### config.mk
export PLATFORM = sky130hd
export DESIGN_NAME = user_code_loader
export DESIGN_NICKNAME = d
export VERILOG_FILES = /design/src/rtl/user_code_loader.sv
export SDC_FILE = /design/constraint.sdc
export NUM_CORES = 1
export LEC_CHECK = 0
export ABC_AREA = 1
export CORE_UTILIZATION = 55
export CTS_BUF_LIST = sky130_fd_sc_hd__clkbuf_16
export DETAILED_ROUTE_END_ITERATION = 16
export GPL_ROUTABILITY_DRIVEN = 0
export PLACE_DENSITY = 0.82
export SLEW_MARGIN = 5
export SYNTH_ARGS = -nofsm -noshare
export SYNTH_HDL_FRONTEND = slang
export SYNTH_SLANG_ARGS = --single-unit
### constraint.sdc
create_clock -name clk_i -period 3.4 [get_ports clk_i]
set_input_delay 0.51 -clock clk_i [delete_from_list [all_inputs] [get_ports clk_i]]
set_output_delay 0.51 -clock clk_i [all_outputs]
set_load 0.01 [all_outputs]
### src/rtl/user_code_loader.sv
// Loads a framed byte stream (SYNC, N, N words high byte first, CHK) into the
// writable instruction memory. Optional macro LOADER_TIMEOUT_EN adds an inter-byte timeout.
module user_code_loader #(
    parameter int          DEPTH          = 32,
    parameter int          ADDR_W         = 5,
    parameter logic [7:0]  SYNC_BYTE      = 8'hA5,
    parameter int          TIMEOUT_CYCLES = 1000
) (
    input  logic              clk_i,
    input  logic              rst_i,
    input  logic              load_start_i,
    input  logic [7:0]        rx_data_i,
    input  logic              rx_valid_i,
    output logic              rx_ready_o,
    output logic              wr_en_o,
    output logic [ADDR_W-1:0] wr_addr_o,
    output logic [15:0]       wr_data_o,
    output logic              cpu_hold_o,
    output logic              load_done_o,
    output logic              load_error_o,
    output logic [5:0]        words_loaded_o
);

    if ((2 ** ADDR_W) < DEPTH || DEPTH < 1 || DEPTH > 63 || TIMEOUT_CYCLES < 1) begin : g_bad_cfg
        $error("user_code_loader: invalid parameter combination");
    end

    localparam logic [7:0] DEPTH_B = 8'(DEPTH);

    typedef enum logic [2:0] {IDLE, HDR, COUNT, HI, LO, CHK, DONE, ERR} state_t;

    state_t              state_q, state_d;
    logic                wr_en_q, wr_en_d;
    logic [ADDR_W-1:0]   wr_addr_q, wr_addr_d;
    logic [15:0]         wr_data_q, wr_data_d;
    logic                hold_q, hold_d;
    logic                done_q, done_d;
    logic                err_q, err_d;
    logic [5:0]          words_q, words_d;
    logic [5:0]          n_q, n_d;
    logic [7:0]          hi_q, hi_d;
    logic [7:0]          cksum_q, cksum_d;
    logic                rx_ready;
    logic                accept;

    always_comb begin
        rx_ready = (state_q == HDR) || (state_q == COUNT) || (state_q == HI) ||
                   (state_q == LO)  || (state_q == CHK);
        accept   = rx_valid_i && rx_ready;
    end

`ifdef LOADER_TIMEOUT_EN
    localparam int TMO_W = $clog2(TIMEOUT_CYCLES + 1);
    logic [TMO_W-1:0] tmo_q, tmo_d;
`endif

    always_comb begin
        state_d   = state_q;
        wr_en_d   = 1'b0;
        wr_addr_d = wr_addr_q;
        wr_data_d = wr_data_q;
        hold_d    = hold_q;
        done_d    = done_q;
        err_d     = err_q;
        words_d   = words_q;
        n_d       = n_q;
        hi_d      = hi_q;
        cksum_d   = cksum_q;
`ifdef LOADER_TIMEOUT_EN
        tmo_d     = tmo_q;
`endif
        case (state_q)
            IDLE: if (load_start_i) begin
                state_d = HDR;
                hold_d  = 1'b1;
                done_d  = 1'b0;
                err_d   = 1'b0;
                words_d = '0;
                cksum_d = '0;
            end
            // Non-sync bytes are dropped so a sender can resync mid-stream.
            HDR: if (accept && rx_data_i == SYNC_BYTE) state_d = COUNT;
            COUNT: if (accept) begin
                if (rx_data_i == 8'd0 || rx_data_i > DEPTH_B) begin
                    state_d = ERR;
                    err_d   = 1'b1;
                end else begin
                    n_d     = rx_data_i[5:0];
                    state_d = HI;
                end
            end
            HI: if (accept) begin
                hi_d    = rx_data_i;
                cksum_d = cksum_q + rx_data_i;
                state_d = LO;
            end
            LO: if (accept) begin
                wr_en_d   = 1'b1;
                wr_addr_d = ADDR_W'(words_q);
                wr_data_d = {hi_q, rx_data_i};
                cksum_d   = cksum_q + rx_data_i;
                words_d   = words_q + 6'd1;
                state_d   = (words_q + 6'd1 == n_q) ? CHK : HI;
            end
            CHK: if (accept) begin
                if (rx_data_i == cksum_q) begin
                    state_d = DONE;
                    done_d  = 1'b1;
                    hold_d  = 1'b0;
                end else begin
                    state_d = ERR;
                    err_d   = 1'b1;
                end
            end
            DONE:    state_d = IDLE;
            ERR:     state_d = IDLE;
            default: state_d = IDLE;
        endcase
`ifdef LOADER_TIMEOUT_EN
        // Idle-gap counter; HDR waits forever for a sender to show up.
        if (state_q == COUNT || state_q == HI || state_q == LO || state_q == CHK) begin
            if (accept) begin
                tmo_d = '0;
            end else if (tmo_q == TMO_W'(TIMEOUT_CYCLES - 1)) begin
                tmo_d   = '0;
                state_d = ERR;
                err_d   = 1'b1;
            end else begin
                tmo_d = tmo_q + 1'b1;
            end
        end else begin
            tmo_d = '0;
        end
`endif
    end

    always_ff @(posedge clk_i) begin
        if (rst_i) begin
            state_q   <= IDLE;
            wr_en_q   <= 1'b0;
            wr_addr_q <= '0;
            wr_data_q <= '0;
            hold_q    <= 1'b0;
            done_q    <= 1'b0;
            err_q     <= 1'b0;
            words_q   <= '0;
            n_q       <= '0;
            hi_q      <= '0;
            cksum_q   <= '0;
`ifdef LOADER_TIMEOUT_EN
            tmo_q     <= '0;
`endif
        end else begin
            state_q   <= state_d;
            wr_en_q   <= wr_en_d;
            wr_addr_q <= wr_addr_d;
            wr_data_q <= wr_data_d;
            hold_q    <= hold_d;
            done_q    <= done_d;
            err_q     <= err_d;
            words_q   <= words_d;
            n_q       <= n_d;
            hi_q      <= hi_d;
            cksum_q   <= cksum_d;
`ifdef LOADER_TIMEOUT_EN
            tmo_q     <= tmo_d;
`endif
        end
    end

    assign rx_ready_o     = rx_ready;
    assign wr_en_o        = wr_en_q;
    assign wr_addr_o      = wr_addr_q;
    assign wr_data_o      = wr_data_q;
    assign cpu_hold_o     = hold_q;
    assign load_done_o    = done_q;
    assign load_error_o   = err_q;
    assign words_loaded_o = words_q;

endmodule

==> results of run 1 <==
==> power breakdown <==
| part | leakage, nW | switching, mW | internal, mW |
|---|---|---|---|
| Clock | 0.0708 | 0.247 | 0.279 |
| Sequential | 0.453 | 0.0613 | 0.720 |
| Combinational | 0.908 | 0.372 | 0.247 |
==> worst max path at each step <==
stage / cells after the start / end / slack (ns) / start
2_1_floorplan: 10 / cksum_q[6]$_SDFFE_PP0P_ / 1.56 / rx_data_i[0]
6_report: 11 / cksum_q[6]$_SDFFE_PP0P_ / 1.04 / rx_data_i[0]
3_5_place_dp: 11 / cksum_q[6]$_SDFFE_PP0P_ / 0.79 / rx_data_i[0]
4_1_cts: 11 / cksum_q[6]$_SDFFE_PP0P_ / 1.05 / rx_data_i[0]
3_3_place_gp: 11 / cksum_q[6]$_SDFFE_PP0P_ / 0.87 / rx_data_i[0]
5_1_grt: 11 / cksum_q[6]$_SDFFE_PP0P_ / 0.87 / rx_data_i[0]
==> per-stage QoR <==
step / setup WS, ns / utilization, % / instances / area [um2] / total power, mW
after floorplan: 1.56 / - / 372 / 2720 / 1.20
after global placement: 0.875 / 67.6 / 472 / 3190 / 1.39
after detailed placement: 0.789 / 67.6 / 472 / 3190 / 1.41
after CTS: 1.05 / 70.8 / 480 / 3340 / 1.93
after global routing: 0.865 / 70.8 / 480 / 3340 / 2.04
final: 1.04 / 70.8 / 480 / 3340 / 1.93
==> kinds of logic after synthesis <==
kind of cell,Yosys count,share of synthesized area (%)
AND/OR/NAND/NOR,179,29.8
AO/OA/AOI/OAI,81,16.9
flip-flops,56,41.3
XOR/XNOR,5,1.61
adder cells (fa/ha/maj),9,4.42
buffers and inverters,42,6.03
==> flip-flops by register name, indices dropped and copies added (netlist names) <==
name / flops
wr_data_o: 16
words_loaded_o: 6
hi_q: 8
cksum_q: 8
state_q: 3
wr_en_o: 1
n_q: 6
load_error_o: 1
wr_addr_o: 5
load_done_o: 1
cpu_hold_o: 1
==> worst min-delay path, delay by kind of cell, from the launching register on <==
family	cells	cell delay [ns]
AO/OA/AOI/OAI	1	0.05
AND/OR/NAND/NOR	1	0.06
flip-flops	1	0.31
==> layer usage <==
layer / vias up / routed length, um / global-route usage (%)
met4: 0 / 131 / 9.80
met2: 78 / 3130 / 45.3
li1: 1311 / - / -
met1: 1223 / 2850 / 33.3
met3: 15 / 301 / 5.14
met5: - / 0 / 0
==> synth_stat cells, types with 3 or more instances <==
master	n
a21oi_1	29
a21oi_2	3
buf_2	5
clkbuf_1	6
dfxtp_1	56
ha_1	8
inv_1	24
inv_2	6
nand2_1	63
nand2_2	5
nand3_1	19
nand3_2	3
nand3b_1	4
nand4_1	6
nor2_1	65
nor2_2	5
nor2_4	3
nor3_1	3
o21ai_0	35
o21ai_1	6
o32ai_1	3
xor2_1	4
==> final cells by class <==
cell class | instances | area share (%)
Inverter | 30 | 3.37
Timing Repair Buffer | 45 | 13.3
Multi-Input combinational cell | 274 | 42.8
Tap cell | 67 | 2.51
Clock buffer | 5 | 3.74
Clock inverter | 3 | 0.748
Sequential cell | 56 | 33.5
==> impl_metrics.toml, run 1 <==
[global_route]
grt_max_degree = 39
grt_use_total_pct = 26.5
grt_pass1_vias = 2438
antenna_found_initial = 0
grt_pass1_wl_mm = 10.9
grt_overflow = 0

[job]
maxCapViolCount = 0

[min_path]
holdCritPathClass = "reg2reg"
hp-start = "cpu_hold_o$_SDFFE_PP0P_"
min_path_cells = 2
min_to = "cpu_hold_o$_SDFFE_PP0P_"

[worst_setup_path]
r2r-end = "cksum_q[6]$_SDFFE_PP0P_"
end_kind = "flip-flop"
path_class = "in2reg"
reg2reg_slack_ns = 1.56
cp-start-kind = "input pin"
cpMaxStageDelayCell = "clkdlybuf4s50_1"
critical-path-max-stage-delay_ns = 0.53
reg2regPathDepth = 10
cp_num_buf_inv = 1
critPathRequiredTime_ns = 3.63
path_delay_family = "adder cells"
worstPathCellList = "clkdlybuf4s50_1, ha_1, fa_1, nand3_1, nand2_1, nand2_1, nand2_1, a21oi_1, or2_2, nand3_1, a21oi_1"
crit_fanout = 6
r2r-start = "cksum_q[0]$_SDFFE_PP0P_"
critical_path.most_common_cell = "nand2_1"
crit_arrival_ns = 2.59

[cells_and_area]
ff_latch_area_um2 = 1120
layout_commonest_cell = "nor2_1"
multiInputGateArea_um2 = 1430
n_fill_cell = 407
areaGrowthSynthToFinish_pct = 23.1
diodes = 0
final_nets = 433
drive_gt1_share_pct = 9.20
final_cell_mix = "nor2_1, nand2_1, dfxtp_1, clkdlybuf4s50_1, o21ai_0"

[floorplan]
core_um2 = 4720
row_count = 25
io_pins = 44
dieHeight_um = 72.3
initial_utilization_pct = 57.5
die_x_um = 72.3
fp.dieArea_um2 = 5220

[detailed_routing]
vias_per_cell = 5.47
finalWirelength_mm = 6.42
drt_iter0_drc = 148
drc = 0
routedWlPerCell_um = 13.4
firstDrtPassIters = 4
ant_nets = 0
vias = 2627

[logic_synthesis]
synth_top_cell_area_share_pct = 41.3
ys_seq_area_share_pct = 41.3
synth.distinct_cells = 33
yosysWarningCount = 0
synth_area_leaders = "dfxtp_1, nor2_1, nand2_1, o21ai_0, a21oi_1"
yosysTopAreaCell = "dfxtp_1"
synth_edf_count = 0
syn-cell-area_um2 = 2720
synth_flop_cell = "dfxtp_1"
synth_seq_cells = 56
avgSynthCellArea_um2 = 7.30
synth_cells = 372
synthArstFlopShare_pct = 0
syn_nets = 393

[sta]
setup_viol = 0
fin_tns_setup_ns = 0
finClkSkew_ns = 0.00806
rsz0062_at_grt = "no"
finalHoldViolCount = 0
slew_violations = 0
fin_crit_sh_pct = 69.5
tightest_slew_ns = 0.948
min_period_ns = 2.36
fmax_ghz = 0.423
slew_headroom_pct = 36.7
holdWs_ns = 0.462

[clocking]
worstSkewPairLatency_ns = 0.30
numClockSinks = 56
cts.hold.buffers_added = 0
cts.repair.resized = 0
cts_max_path_buffers = 2
cts_tree = "yes"
postCtsSetupRepairBufs = 0
clockRootBuffer = "clkbuf_16"
htreeDepth = 2
cts_buffers = 5
clk_pin_slew_ns = 0.07

[power]
ir_worst_vdd_uv = 314
power.leakage_nw = 1.43
pwr_density_cell_nw_per_um2 = 576

[run_status]
status = "finished, final reports clean"

[place]
port_buffers = 43
hpwlAfterDp_mm = 4.49
(Power assumes the default switching activity.)
==> inputs of run 2 (changes only) <==
CORE_UTILIZATION = 48   (was 55)
PLACE_DENSITY = 0.76   (was 0.82)
clock period = 2 ns   (was 3.4 ns; I/O delays follow)
==> run 2 against run 1 <==
  * Register-to-register slack worse by 1.3 ns
  * Clock skew fell by 0.0011 ns
  * Non-clock buffer count grew 20
  * Hold slack better by 0.0023 ns
  * Global-route usage is 3.7 points lower
  * Via count is 0.61% lower
  * Final cell count is 5.2% higher
  * Worst setup slack got worse by 0.84 ns
  * Clock power grew 65%
  * Design area grew 6.3%
  * Critical path type unchanged
  * Highest routed layer unchanged
==> impl_metrics.toml, run 2 (same netlist as run 1, synthesis figures left out) <==
[worst_setup_path]
cpMaxStageDelayCell = "clkdlybuf4s50_1"
crit_fanout = 4
cp-start-kind = "input pin"
critical-path-max-stage-delay_ns = 0.44
path_class = "in2reg"
critical_path.most_common_cell = "nand2_1"
end_kind = "flip-flop"
crit_arrival_ns = 2.03
path_delay_family = "buffers and inverters"
cp_num_buf_inv = 2
worstPathCellList = "clkdlybuf4s50_1, ha_1, buf_4, a21oi_1, nand2_1, nand2_1, nand2_1, a21oi_2, or2_2, nand3_1, a21oi_1"
critPathRequiredTime_ns = 2.23

[sta]
fin_crit_sh_pct = 90.2
tightest_slew_ns = 0.470
slew_headroom_pct = 68.6
fmax_ghz = 0.554
holdWs_ns = 0.464
min_period_ns = 1.80
finClkSkew_ns = 0.00696
setup_slack_ns = 0.195
slew_violations = 0
setup_viol = 0
finalHoldViolCount = 0
rsz0062_at_grt = "no"

[power]
pwr-share-seq_pct = 40.7
p_sw_mw = 1.15
switching_share_pct = 34.7
power_frac_clock_pct = 26.2
comb_power_share_pct = 33.1
power.leakage_nw = 1.56
pwr_density_cell_nw_per_um2 = 931
internal_power_mw = 2.16
ir_worst_vdd_uv = 589

[global_route]
antenna_found_initial = 0
grt_pass1_vias = 2449
grt_max_degree = 39
grt_pass1_wl_mm = 11.0
grt_overflow = 0
grt_use_total_pct = 22.8

[clocking]
worstSkewPairLatency_ns = 0.29
htreeDepth = 2
clk_pin_slew_ns = 0.07
cts_max_path_buffers = 2
numClockSinks = 56
clockRootBuffer = "clkbuf_16"
cts.hold.buffers_added = 0
cts_buffers = 5
cts_tree = "yes"

[cells_and_area]
final_cell_mix = "nand2_1, nor2_1, dfxtp_1, clkdlybuf4s50_1, o21ai_0"
final_nets = 453
ff_latch_area_um2 = 1130
stdcell_count = 505
n_fill_cell = 477
largest_register_ffs = 16
multiInputGateArea_um2 = 1470
areaGrowthSynthToFinish_pct = 30.9
diodes = 0
final_util_pct = 65.0
drive_gt1_share_pct = 15.7

[floorplan]
initial_utilization_pct = 49.6
die_x_um = 77.2
dieHeight_um = 77.2
row_count = 27
fp.dieArea_um2 = 5960
io_pins = 44
core_um2 = 5470

[min_path]
holdCritPathClass = "reg2reg"

[place]
hpwlAfterDp_mm = 4.60
port_buffers = 43
place_ws_ns = -0.284
dp_cells = 497

[detailed_routing]
finalWirelength_mm = 6.30
vias_per_cell = 5.17
ant_nets = 0
routedWlPerCell_um = 12.5
firstDrtPassIters = 4
drc = 0
vias = 2611
drt_iter0_drc = 108

[run_status]
status = "finished, final reports clean"

[job]
maxCapViolCount = 0
-- run 2: cell types whose count changed in the layout (fill, tap and decap cells not counted), sizes merged --
cell | previous run | this run
buf | 2 | 22
clkdlybuf4s50 | 43 | 40
clkinv | 0 | 1
dlymetal6s2s | 0 | 3
inv | 32 | 31
-- run 2: final cells by class --
cell class                 count  share of cell area, %
multi-input combinational    274                   41.4
sequential                    56                   31.8
tap                           72                   2.53
inverter                      30                   3.17
clock inverter                 3                  0.598
timing repair buffer          65                   17.0
clock buffer                   5                   3.52
-- run 2: worst paths after layout --
kind                            startpoint                       end  slack (ns)  depth (start not counted)
setup / recovery              rx_data_i[3]   cksum_q[6]$_SDFFE_PP0P_        0.20                         11
hold / removal    load_done_o$_SDFFE_PP0P_  load_done_o$_SDFFE_PP0P_        0.46                          2
setup reg to reg   cksum_q[0]$_SDFFE_PP0P_   cksum_q[6]$_SDFFE_PP0P_        0.27                         10
hold reg to reg   load_done_o$_SDFFE_PP0P_  load_done_o$_SDFFE_PP0P_        0.46                          2
-- run 2: stage by stage --
stage / instance area [um2] / power [mW] / TNS (ns)
after floorplan: 2720 / 2.05 / 0
after global placement: 3350 / 2.40 / -0.483
after detailed placement: 3350 / 2.42 / -0.741
after CTS: 3510 / 3.31 / 0
after global routing: 3550 / 3.52 / 0
final: 3550 / 3.31 / 0
-- run 2: power by group through the flow --
stage / logic (mW) / clock network (mW) / registers, mW
after floorplan: 0.697 / 0 / 1.35
after global placement: 1.06 / 0 / 1.34
after detailed placement: 1.07 / 0 / 1.34
after CTS: 1.09 / 0.884 / 1.34
after global routing: 1.23 / 0.934 / 1.36
final: 1.09 / 0.868 / 1.35
-- run 2: worst reg2reg max path: stages (launching register included) --
cell and delay, ns:
dfxtp_1 0.32, ha_2 0.19, fa_1 0.40, nand3_1 0.12, nand2_1 0.06, nand2_1 0.08, nand2_1 0.07, a21oi_2 0.13
or2_2 0.12, nand3_1 0.05, a21oi_1 0.12
-- run 2: repair_timing --
item / CTS / global route
endpoints found under the setup margin: 2 / 4
setup buffers: 0 / 0
endpoints found under the hold margin: 0 / 0
cloned: 0 / 0
resized for setup: 7 / 10
-- run 2: metal layers --
layer / part of all wire (%) / global-route usage (%)
met4: 1.9 / 7.92
met5: 0 / 0
met2: 50 / 40.3
met1: 46 / 28.2
met3: 2.3 / 3.21
